--- src/rtl/seq_serializer.sv ---
// Parallel-to-serial transmitter: captures a word through a valid/ready handshake
// and shifts it out one bit per clock, with optional inter-frame gap and auto-repeat.
module seq_serializer #(
  parameter int   WIDTH      = 12,
  parameter bit   LSB_FIRST  = 1'b1,
  parameter int   GAP_CYCLES = 0,
  parameter logic IDLE_BIT   = 1'b0
) (
  input  logic             clk,
  input  logic             reset,
  input  logic [WIDTH-1:0] data_i,
  input  logic             load_valid_i,
  output logic             load_ready_o,
  input  logic             repeat_i,
  output logic             x_o,
  output logic             x_valid_o,
  output logic             busy_o,
  output logic             done_o
);

  localparam int CW = (WIDTH > 1) ? $clog2(WIDTH) : 1;
  localparam logic [CW-1:0] LAST_BIT = CW'(WIDTH - 1);
  localparam logic [7:0] LAST_GAP = (GAP_CYCLES > 0) ? 8'(GAP_CYCLES - 1) : 8'd0;
  localparam bit HAS_GAP = (GAP_CYCLES > 0);

  typedef enum logic [1:0] {IDLE, SHIFT, GAP} state_t;

  state_t           state_reg, state_next;
  logic [WIDTH-1:0] hold_reg, hold_next;
  logic [CW-1:0]    cnt_reg, cnt_next;
  logic [7:0]       gap_reg, gap_next;
  logic             rep_reg, rep_next;
  logic [CW-1:0]    bit_idx;
  logic             x_next, x_valid_next, busy_next, done_next, ready_next;

  always_ff @(posedge clk or negedge reset) begin
    if (!reset) begin
      state_reg    <= IDLE;
      hold_reg     <= '0;
      cnt_reg      <= '0;
      gap_reg      <= '0;
      rep_reg      <= 1'b0;
      x_o          <= IDLE_BIT;
      x_valid_o    <= 1'b0;
      busy_o       <= 1'b0;
      done_o       <= 1'b0;
      load_ready_o <= 1'b1;
    end else begin
      state_reg    <= state_next;
      hold_reg     <= hold_next;
      cnt_reg      <= cnt_next;
      gap_reg      <= gap_next;
      rep_reg      <= rep_next;
      x_o          <= x_next;
      x_valid_o    <= x_valid_next;
      busy_o       <= busy_next;
      done_o       <= done_next;
      load_ready_o <= ready_next;
    end
  end

  // The end-of-frame decision is taken while the last bit is on the line.
  always_comb begin
    state_next = state_reg;
    hold_next  = hold_reg;
    cnt_next   = cnt_reg;
    gap_next   = gap_reg;
    rep_next   = rep_reg;
    case (state_reg)
      IDLE: begin
        if (load_valid_i && load_ready_o) begin
          hold_next  = data_i;
          cnt_next   = '0;
          state_next = SHIFT;
        end
      end
      SHIFT: begin
        if (cnt_reg == LAST_BIT) begin
          cnt_next = '0;
          rep_next = repeat_i;
          if (HAS_GAP) begin
            gap_next   = '0;
            state_next = GAP;
          end else if (repeat_i) begin
            state_next = SHIFT;
          end else begin
            state_next = IDLE;
          end
        end else begin
          cnt_next = cnt_reg + 1'b1;
        end
      end
      GAP: begin
        if (gap_reg == LAST_GAP) begin
          gap_next   = '0;
          state_next = rep_reg ? SHIFT : IDLE;
        end else begin
          gap_next = gap_reg + 8'd1;
        end
      end
      default: state_next = IDLE;
    endcase
  end

  // Outputs are decoded from next-state values so they can be registered without extra latency.
  always_comb begin
    bit_idx      = LSB_FIRST ? cnt_next : (LAST_BIT - cnt_next);
    x_valid_next = (state_next == SHIFT);
    x_next       = x_valid_next ? hold_next[bit_idx] : IDLE_BIT;
    done_next    = x_valid_next && (cnt_next == LAST_BIT);
    busy_next    = (state_next != IDLE);
    ready_next   = (state_next == IDLE);
  end

endmodule

--- config.mk ---
export PLATFORM = sky130hd
export DESIGN_NAME = seq_serializer
export DESIGN_NICKNAME = d
export VERILOG_FILES = /design/src/rtl/seq_serializer.sv
export SDC_FILE = /design/constraint.sdc
export NUM_CORES = 1
export LEC_CHECK = 0
export ABC_CLOCK_PERIOD_IN_PS = 3050
export BUFFER_PORTS_ARGS = -buffer_cell sky130_fd_sc_hd__buf_4
export CAP_MARGIN = 20
export CELL_PAD_IN_SITES_DETAIL_PLACEMENT = 0
export CELL_PAD_IN_SITES_GLOBAL_PLACEMENT = 1
export CORE_MARGIN = 1
export CORE_UTILIZATION = 48
export DETAILED_ROUTE_END_ITERATION = 6
export MAX_ROUTING_LAYER = met4
export PLACE_DENSITY = 0.89
export SYNTH_ARGS = -nofsm -noshare
export SYNTH_HDL_FRONTEND = slang
export SYNTH_SLANG_ARGS = --single-unit
--- constraint.sdc ---
create_clock -name clk -period 3.05 [get_ports clk]
set_clock_uncertainty 0.1 [all_clocks]
set_input_delay 0.1525 -clock clk [delete_from_list [all_inputs] [get_ports clk]]
set_output_delay 0.1525 -clock clk [all_outputs]
set_load 0.01 [all_outputs]
==> results by group, run 1 <==
Pwr
  • Leakage: between 0.9 and 1 nW
  • Pwr Total: around 1.2 mW
  • Worst vdd ir: 0.000295 V
  • PD cells: 635 mW/mm^2

Logic synthesis
  • Post-synthesis cell type with the largest combined area: dfrtp_1
  • Synth async-reset ratio: 1.00
  • Mean post-synth cell area: ~12 sq um
  • Synth area leaders: dfrtp_1 50%, mux2_2 9.5%, mux2i_1 5.8%
  • Cell Area, Synth: 0.00154 sq mm
  • Commonest cells post-synth: 31 x dfrtp_1, 13 x mux2_2, 10 x nand2_1
  • Count leader, synth: dfrtp_1
  • YS warnings: 0
  • Post-synthesis cell type count: 42
  • Sequential area share after synthesis: 0.520
  • Area share of the largest cell type after synthesis: 0.503
  • Synth Register Bits: 32
  • Predominant post-synthesis flop cell: dfrtp_1
  • Synth Net Count: ~150
  • Synth Instances: between 100 and 150
  • Post-synth EDFFs: 0

GRT
  • M3 GR Usage: 0.0813
  • Largest net degree at the start of global routing: 33
  • Total GRT Usage: 0.205
  • Initial antenna violation count: 0
  • First-pass GRT wire length: around 4.9 mm
  • GR Overflow Total: 0
  • Most Used Layer, Global Route: met2
  • Met1 global-route usage: 0.271
  • Number of global-route vias before repair: between 1,000 and 1,500
  • Met2 usage: 0.287

Critical path
  • Critical Path Stages: 7
  • Worst R2R Setup Slack: approximately 0.9 ns
  • Cell class contributing the biggest share of worst-path delay: compound AO/OA/AOI/OAI gates
  • CP Launch Point: cnt_reg[0]
  • Largest stage delay on the critical path: 0.43 ns
  • Critical path, cell by cell: ha_1, and3b_2, o221ai_4, mux2i_1, mux2i_1, a22oi_1, a21boi_1
  • R2R depth: 7
  • FF-to-FF End: x_o
  • Worst Setup End Kind: flip-flop
  • CP endpoint: x_o
  • Critical path arrival: 2.24 ns
  • Required @ worst endpoint: 3.15 ns
  • CP bufs+invs: 0
  • CP Launch Type: flip-flop
  • Crit Path Max Fanout: 8
  • CP max-delay cell: dfrtp_1
  • RR Startpoint: cnt_reg[0]
  • Crit path kind: reg2reg
  • Cell mode on critical path: mux2i_1

Placed design
  • Pre-CTS WS: approximately 0.93 ns
  • Routability cong.: 0.788
  • Port-buffer cells: 20
  • Dpl hpwl: between 2 and 2.5 mm

Timing
  • Max-Slew Margin vs Limit: 0.617
  • Max Transition Viols Final: 0
  • WHS: 0.201 ns
  • RSZ-0062 raised after global routing: false
  • Period minus WS final: approximately 2.1 ns
  • Max Fclk: approximately 0.47 GHz
  • Final hold viol count: 0
  • Setup Viol. Count Final: 0
  • Final WS setup: 0.910 ns
  • Final period utilization: 0.702
  • Setup TNS: 0 ns
  • Worst-Margin Slew: roughly 0.57 ns

Layout
  • Layout cells sized above 1: 0.304
  • # diodes: 0
  • Area growth syn-to-layout: 24.8%
  • Nets: 186
  • Largest register FFs: 12

Route
  • Starting DRT DRC Count: 40
  • Vias per cell: 5.10
  • DR pass1 iterations: 4
  • Drt drc: 0
  • Vias: 1,081
  • Routed Antenna Nets: 0
  • Total Routed Length: ~3.0 mm
  • Wire per inst: about 14 um

Die
  • Ports: 21
  • Initial Utilization: 0.505
  • Core ar.: 0.00305 sq mm
  • DIE HEIGHT: between 50 and 60 um
  • Row Count: 20
  • Die area: approximately 0.0034 sq mm
  • Die W: about 59 um

Run status
  • Status: completed

Min path
  • Tightest Hold Check Type: in2async

Clock network
  • H-tree levels: 2
  • TritonCTS buffer count: 5
  • Clock sinks: 32
  • Clock Tree Buf Depth: 2
  • Clock-pin slew on the worst setup and hold paths: roughly 0.090 ns
  • Clk_lat worst skew: 0.31 ns
  • CTS tree: done
  • Root Buffer: clkbuf_4

Flow run
  • Max-cap viol count: 0
kinds of logic after synthesis:
family / count (synthesis) / synth area share
buf+inv: 9 / 0.0292
mux: 22 / 0.153
xor+xnor: 4 / 0.0227
fa+ha+maj: 3 / 0.0244
compound gates: 21 / 0.102
simple gates: 38 / 0.148
flops: 32 / 0.520
final cells by class:
class | instances | area (sq um)
Timing Repair Buffer | 34 | 290
Inverter | 6 | 22.5
Tap cell | 44 | 55.1
Sequential cell | 32 | 802
Clock buffer | 8 | 58.8
Multi-Input combinational cell | 88 | 694
Fill cell | 254 | 1130
layout by cell type (no fill, tap or decap), types with 2 or more instances in the layout:
master         count
a31oi_1            2
mux2i_1            9
o21ai_0            9
nand4_1            3
clkbuf_1           2
nand2_1           10
clkbuf_4           5
nor2b_1            3
and3_1             2
buf_4             20
mux2_2            13
ha_1               3
nor2_1             5
inv_1              6
a21oi_1            2
xnor2_1            3
dfrtp_1           31
dlygate4sd3_1     14
worst register-to-register path, delay by kind of cell, from the launching register on:
family          cells  cell delay, ns
mux                 2            0.34
fa+ha+maj           1            0.25
compound gates      3            0.64
simple gates        1            0.26
flops               1            0.43
metal layers:
| layer | part of all wire | vias up |
|---|---|---|
| met5 | 0 | - |
| li1 | - | 534 |
| met4 | 0.0081 | 0 |
| met1 | 0.48 | 526 |
| met2 | 0.49 | 19 |
| met3 | 0.031 | 2 |
how the worst min path moves through the flow:
stage,start,endpoint
6_report,reset,done_o
5_1_grt,reset,x_o
4_1_cts,reset,done_o
3_5_place_dp,reset,done_o
3_3_place_gp,reset,cnt_reg[2]
2_1_floorplan,reset,busy_o
report_power, final:
group / switching [mW] / internal (mW)
clock network: 0.128 / 0.114
logic: 0.221 / 0.220
registers: 0.0452 / 0.493
metrics by stage:
| step | std cells | cell area (sq um) | util |
|---|---|---|---|
| after floorplan | 129 | 1540 | - |
| after CTS | 212 | 1920 | 0.630 |
| after global placement | 190 | 1720 | 0.565 |
| after detailed placement | 190 | 1720 | 0.565 |
| final | 212 | 1920 | 0.630 |
| after global routing | 212 | 1920 | 0.630 |
timing repair:
action | CTS | global route
hold buffers | 14 | 0
setup buffers | 0 | 0
gates resized for setup | 0 | 0
endpoints found under the hold margin | 45 | 0
(Power assumes the default switching activity.)
==> run 2: changes to the inputs <==
==> config.mk (replaced) <==
export PLATFORM = sky130hd
export DESIGN_NAME = seq_serializer
export DESIGN_NICKNAME = d
export VERILOG_FILES = /design/src/rtl/seq_serializer.sv
export SDC_FILE = /design/constraint.sdc
export NUM_CORES = 1
export LEC_CHECK = 0
export ABC_AREA = 1
export ABC_CLOCK_PERIOD_IN_PS = 1880
export BUFFER_PORTS_ARGS = -buffer_cell sky130_fd_sc_hd__buf_4
export CAP_MARGIN = 20
export CELL_PAD_IN_SITES_DETAIL_PLACEMENT = 0
export CELL_PAD_IN_SITES_GLOBAL_PLACEMENT = 1
export CORE_MARGIN = 1
export CORE_UTILIZATION = 38
export DETAILED_ROUTE_END_ITERATION = 6
export MAX_ROUTING_LAYER = met4
export PLACE_DENSITY = 0.81
export SYNTH_ARGS = -nofsm -noshare
export SYNTH_HDL_FRONTEND = slang
export SYNTH_SLANG_ARGS = --single-unit
==> constraint.sdc (replaced) <==
create_clock -name clk -period 1.88 [get_ports clk]
set_clock_uncertainty 0.1 [all_clocks]
set_input_delay 0.094 -clock clk [delete_from_list [all_inputs] [get_ports clk]]
set_output_delay 0.094 -clock clk [all_outputs]
set_load 0.01 [all_outputs]
==> results by group, run 2 <==
Logic synthesis
  • Synth Register Bits: 32
  • Post-synth EDFFs: 0
  • Area share of the largest cell type after synthesis: 0.470
  • Synth async-reset ratio: 1.00
  • Post-synthesis cell type with the largest combined area: dfrtp_1
  • Sequential area share after synthesis: 0.486
  • Mean post-synth cell area: between 8 and 9 sq um
  • YS warnings: 0
  • Count leader, synth: nand2_1
  • Commonest cells post-synth: 50 x nand2_1, 39 x inv_1, 31 x dfrtp_1
  • Synth Instances: between 200 and 250
  • Post-synthesis cell type count: 25
  • Predominant post-synthesis flop cell: dfrtp_1
  • Synth area leaders: dfrtp_1 47%, nand2_1 11%, inv_1 8.9%
  • Cell Area, Synth: approximately 0.0017 sq mm
  • Synth Net Count: between 200 and 250

Pwr
  • PD cells: ~1200 mW/mm^2
  • Worst vdd ir: approximately 0.00074 V
  • Sequential power share: 0.358
  • Switching Fraction: 0.393
  • Sw Pwr: 1.01 mW
  • Leakage: approximately 1.1 nW
  • Internal: approximately 1.6 mW
  • Pwr Total: between 2 and 3 mW
  • Part of the power in combinational logic: 0.426
  • Clock Power Share: 0.215

Die
  • Initial Utilization: 0.404
  • Ports: 21
  • Core ar.: ~0.0041 sq mm
  • DIE HEIGHT: about 68 um
  • Die area: 0.00461 sq mm
  • Row Count: 23
  • Die W: just under 70 um

Layout
  • Largest register FFs: 12
  • Commonest cells after routing, fill and taps aside: 50 x nand2_1, 38 x inv_1, 31 x dfrtp_1, 24 x buf_4, 20 x nand3_1
  • FILL cells: 414
  • Layout cells sized above 1: 0.222
  • Area of the multi-input gates: approximately 710 sq um
  • Final core occ: 0.516
  • Reg area: ~800 sq um
  • Area growth syn-to-layout: 27.7%
  • # diodes: 0
  • Nets: ~260
  • Most common cell after layout, fill and taps aside: nand2_1

Critical path
  • CP max-delay cell: dfstp_2
  • Worst Setup End Kind: flip-flop
  • Worst R2R Setup Slack: 0.09 ns
  • Crit Path Max Fanout: 9
  • R2R depth: 9
  • Cell class contributing the biggest share of worst-path delay: flip-flops
  • Crit path kind: reg2reg
  • CP bufs+invs: 1
  • Critical path, cell by cell: nand2_1, inv_2, nand2_4, o21ai_0, nand2_1, nand3_1, nand3_1, nand3_1, a21oi_2
  • FF-to-FF End: x_o
  • RR Startpoint: load_ready_o
  • Critical path arrival: between 1.5 and 2 ns
  • Cell mode on critical path: nand3_1
  • Required @ worst endpoint: slightly below 2 ns
  • Largest stage delay on the critical path: roughly 0.56 ns
  • CP Launch Type: flip-flop

Min path
  • Tightest Hold Check Type: in2reg
  • Hold_sp: data_i[1]
  • Worst Hold Path EP: hold_reg[1]
  • Hold Path Stages: 5

Timing
  • Max-Slew Margin vs Limit: 0.737
  • Setup TNS: 0 ns
  • Period minus WS final: 1.79 ns
  • Final WS setup: slightly above 0.09 ns
  • Setup Viol. Count Final: 0
  • RSZ-0062 raised after global routing: false
  • WHS: around 0.0040 ns
  • Max Fclk: between 0.5 and 0.6 GHz
  • Final hold viol count: 0
  • Final period utilization: 0.951
  • Worst-Margin Slew: 0.394 ns
  • Max Transition Viols Final: 0

GRT
  • First-pass GRT wire length: around 5.5 mm
  • Initial antenna violation count: 0
  • Largest net degree at the start of global routing: 33
  • GR Overflow Total: 0
  • Total GRT Usage: 0.169
  • Number of global-route vias before repair: 1,159

Clock network
  • TritonCTS buffer count: 5
  • Root Buffer: clkbuf_8
  • H-tree levels: 2
  • Clock-pin slew on the worst setup and hold paths: approximately 0.07 ns
  • Clock sinks: 32
  • Clk_lat worst skew: 0.29 ns
  • # Post-CTS Setup Buffers: 0
  • Clock Tree Buf Depth: 2
  • CTS tree: done

Route
  • Total Routed Length: 3.55 mm
  • Drt drc: 0
  • Starting DRT DRC Count: 66
  • Vias per cell: between 4 and 5
  • Routed Antenna Nets: 0
  • DR pass1 iterations: 4
  • Vias: ~1,400
  • Wire per inst: between 10 and 15 um

Placed design
  • Dpl hpwl: 2.29 mm
  • Routability cong.: between 0.8 and 0.9
  • Port-buffer cells: 20
  • Pre-CTS WS: around 0.07 ns

Run status
  • Status: completed

Flow run
  • Max-cap viol count: 0
[run 2: through the flow]
| step | instances | cell area [sq um] |
|---|---|---|
| 2_1_floorplan | 201 | 1650 |
| 3_3_place_gp | 273 | 1880 |
| 3_5_place_dp | 273 | 1880 |
| 4_1_cts | 292 | 2080 |
| 5_1_grt | 293 | 2110 |
| 6_report | 293 | 2110 |
[run 2: area by class of cell]
type / count / share of cell area
Timing Repair Buffer: 35 / 0.138
Inverter: 41 / 0.0730
Sequential cell: 32 / 0.380
Clock inverter: 2 / 0.00474
Clock buffer: 6 / 0.0391
Multi-Input combinational cell: 127 / 0.336
Tap cell: 50 / 0.0297
[run 2: cells by family (layout without fill, tap and decap cells)]
| family | count (synthesis) | count (layout) | share of synthesized area |
|---|---|---|---|
| simple gates | 95 | 96 | 0.273 |
| buf+inv | 43 | 84 | 0.103 |
| flops | 32 | 32 | 0.486 |
| compound gates | 23 | 23 | 0.0886 |
| xor+xnor | 5 | 5 | 0.0265 |
| fa+ha+maj | 3 | 3 | 0.0227 |
[run 2: how the worst max path moves through the flow]
stage                             from  endpoint  cells after the start
after floorplan           load_ready_o       x_o                     10
after global placement    load_ready_o       x_o                      9
after detailed placement  load_ready_o       x_o                      9
after CTS                 load_ready_o       x_o                      8
after global routing      load_ready_o       x_o                      9
final                     load_ready_o       x_o                      9
[run 2: power by group through the flow]
stage                     sequential, mW  clock (mW)  combinational (mW)
after global routing               0.938       0.603                1.22
after CTS                          0.920       0.571                1.04
after floorplan                    0.944           0               0.703
after detailed placement           0.930           0                1.01
after global placement             0.929           0                1.01
final                              0.925       0.556                1.10
[run 2: routing by layer]
metal	vias to the layer above	routed length (um)	GRT usage
met5	-	0	-
met4	0	71	0.0703
met3	7	165	0.0467
met2	27	1500	0.225
met1	632	1810	0.239
li1	708	-	-
[run 2: timing repair]
action	4_1_cts	5_1_grt
hold endpoints to repair	43	0
endpoints found under the setup margin	0	1
hold buffers	11	0
resized for setup	0	7
[run 2: tightest hold or removal path, delay by kind of cell]
kind | cells | cell delay, ns
buffers and inverters | 3 | 0.16
AND/OR/NAND/NOR | 2 | 0.12
==> run 3: changes to the inputs <==
--- a/config.mk
+++ b/config.mk
@@ -6,16 +6,15 @@
 export NUM_CORES = 1
 export LEC_CHECK = 0
 export ABC_AREA = 1
-export ABC_CLOCK_PERIOD_IN_PS = 1880
 export BUFFER_PORTS_ARGS = -buffer_cell sky130_fd_sc_hd__buf_4
 export CAP_MARGIN = 20
 export CELL_PAD_IN_SITES_DETAIL_PLACEMENT = 0
 export CELL_PAD_IN_SITES_GLOBAL_PLACEMENT = 1
 export CORE_MARGIN = 1
-export CORE_UTILIZATION = 38
+export CORE_UTILIZATION = 45
 export DETAILED_ROUTE_END_ITERATION = 6
 export MAX_ROUTING_LAYER = met4
-export PLACE_DENSITY = 0.81
+export PLACE_DENSITY = 0.89
 export SYNTH_ARGS = -nofsm -noshare
 export SYNTH_HDL_FRONTEND = slang
 export SYNTH_SLANG_ARGS = --single-unit
==> constraint.sdc (replaced) <==
create_clock -name clk -period 2.29 [get_ports clk]
set_clock_uncertainty 0.1 [all_clocks]
set_input_delay 0.1145 -clock clk [delete_from_list [all_inputs] [get_ports clk]]
set_output_delay 0.1145 -clock clk [all_outputs]
set_load 0.01 [all_outputs]
==> results by group, run 3 (synthesis results as in run 2) <==
Timing
  • Period minus WS final: between 1.5 and 2 ns
  • Setup Viol. Count Final: 0
  • Setup TNS: 0 ns
  • Max-Slew Margin vs Limit: 0.738
  • Final period utilization: 0.784
  • Max Transition Viols Final: 0
  • Final WS setup: between 0.4 and 0.5 ns
  • Final hold viol count: 0
  • Max Fclk: 0.557 GHz
  • RSZ-0062 raised after global routing: false
  • Worst-Margin Slew: about 0.4 ns

Pwr
  • Leakage: roughly 1.0 nW
  • PD cells: about 960 mW/mm^2
  • Pwr Total: 1.99 mW
  • Worst vdd ir: approximately 0.00054 V

Die
  • Die W: 62.6 um
  • Ports: 21
  • Core ar.: ~0.0034 sq mm
  • DIE HEIGHT: 62.6 um
  • Row Count: 21
  • Initial Utilization: 0.484
  • Die area: slightly below 0.004 sq mm

Layout
  • Finished Layout Cells: 288
  • # diodes: 0
  • Most common cell after layout, fill and taps aside: nand2_1
  • Commonest cells after routing, fill and taps aside: 50 x nand2_1, 39 x inv_1, 31 x dfrtp_1, 21 x nand3_1, 21 x buf_4
  • Layout cells sized above 1: 0.186
  • Nets: 260
  • Area growth syn-to-layout: 25.2%
  • Largest register FFs: 12

Flow run
  • Max-cap viol count: 0

Clock network
  • Clock Tree Buf Depth: 2
  • # Post-CTS Setup Buffers: 0
  • Clock sinks: 32
  • Clock-pin slew on the worst setup and hold paths: between 0.1 and 0.15 ns
  • H-tree levels: 2
  • TritonCTS buffer count: 5
  • CTS tree: done
  • Root Buffer: clkbuf_4
  • Clk_lat worst skew: ~0.34 ns

Critical path
  • Crit path kind: reg2reg
  • R2R depth: 10
  • FF-to-FF End: x_o
  • CP endpoint: x_o
  • RR Startpoint: cnt_reg[1]
  • Worst Setup End Kind: flip-flop
  • CP Launch Point: cnt_reg[1]
  • Required @ worst endpoint: around 2.5 ns
  • Worst R2R Setup Slack: 0.49 ns
  • CP Launch Type: flip-flop
  • Crit Path Max Fanout: 4
  • Critical path arrival: 1.96 ns

GRT
  • Number of global-route vias before repair: approximately 1,300
  • First-pass GRT wire length: 5.54 mm
  • Met1 global-route usage: 0.262
  • GR Overflow Total: 0
  • M3 GR Usage: 0.0383
  • Largest net degree at the start of global routing: 33
  • Met2 usage: 0.265
  • Initial antenna violation count: 0
  • Most Used Layer, Global Route: met2
  • Total GRT Usage: 0.194

Placed design
  • Pre-CTS WS: between 0.5 and 0.6 ns
  • Routability cong.: between 0.7 and 0.8
  • Port-buffer cells: 20
  • Placed cells: roughly 270
  • Dpl hpwl: between 2 and 2.5 mm

Route
  • Drt drc: 0
  • Vias: approximately 1,300
  • Vias per cell: about 4.6
  • DR pass1 iterations: 5
  • Total Routed Length: a little over 3 mm
  • Starting DRT DRC Count: 41
  • Routed Antenna Nets: 0
  • Wire per inst: between 10 and 15 um

Min path
  • Tightest Hold Check Type: in2reg

Run status
  • Status: completed
==> run 3: report_power, final <==
group	switching, mW	internal, mW
Sequential	0.0679	0.695
Clock	0.199	0.229
Combinational	0.474	0.321
==> run 3: per-stage QoR <==
stage                     utilization  hold slack, ns  instance area [sq um]
after global routing            0.605           0.109                   2070
after detailed placement        0.542         -0.0281                   1850
after global placement          0.542         -0.0289                   1850
after floorplan                     -          -0.281                   1650
final                           0.605          0.0768                   2070
after CTS                       0.605          0.0761                   2070
==> run 3: area by class of cell <==
type / instances / area, sq um
fill: 347 / 1350
sequential: 32 / 802
multi-input combinational: 126 / 679
timing repair buffer: 35 / 298
inverter: 41 / 154
tap: 46 / 57.6
clock buffer: 6 / 41.3
clock inverter: 2 / 35.0
==> run 3: timing repair <==
item                                   4_1_cts  5_1_grt
hold buffers                                14        0
endpoints found under the hold margin       48        0
gates resized for setup                      0        0
==> run 3: routing by layer <==
| layer | routed length, um | vias to the layer above |
|---|---|---|
| met3 | 97 | 8 |
| met1 | 1600 | 593 |
| met4 | 87 | 0 |
| li1 | - | 709 |
| met2 | 1320 | 28 |
| met5 | 0 | - |
==> run 3: how the worst min path moves through the flow <==
stage                      start         end  slack [ns]  cells past startpoint
floorplan                  reset      busy_o       -0.28                      0
global placement           reset  gap_reg[4]       -0.03                      1
detailed placement         reset  gap_reg[4]       -0.03                      1
CTS                 load_valid_i  cnt_reg[2]        0.08                      4
global route        load_valid_i  cnt_reg[2]        0.11                      4
finish              load_valid_i  cnt_reg[2]        0.08                      4
==> run 3: worst max-delay path: stages, from the launching register on <==
cell	delay (ns)
dfrtp_1	0.45
ha_1	0.23
nand3_1	0.13
nand3_1	0.08
inv_1	0.12
nand2_1	0.06
o21ai_1	0.14
inv_1	0.11
nand3_1	0.09
nand3_1	0.07
a21oi_1	0.14
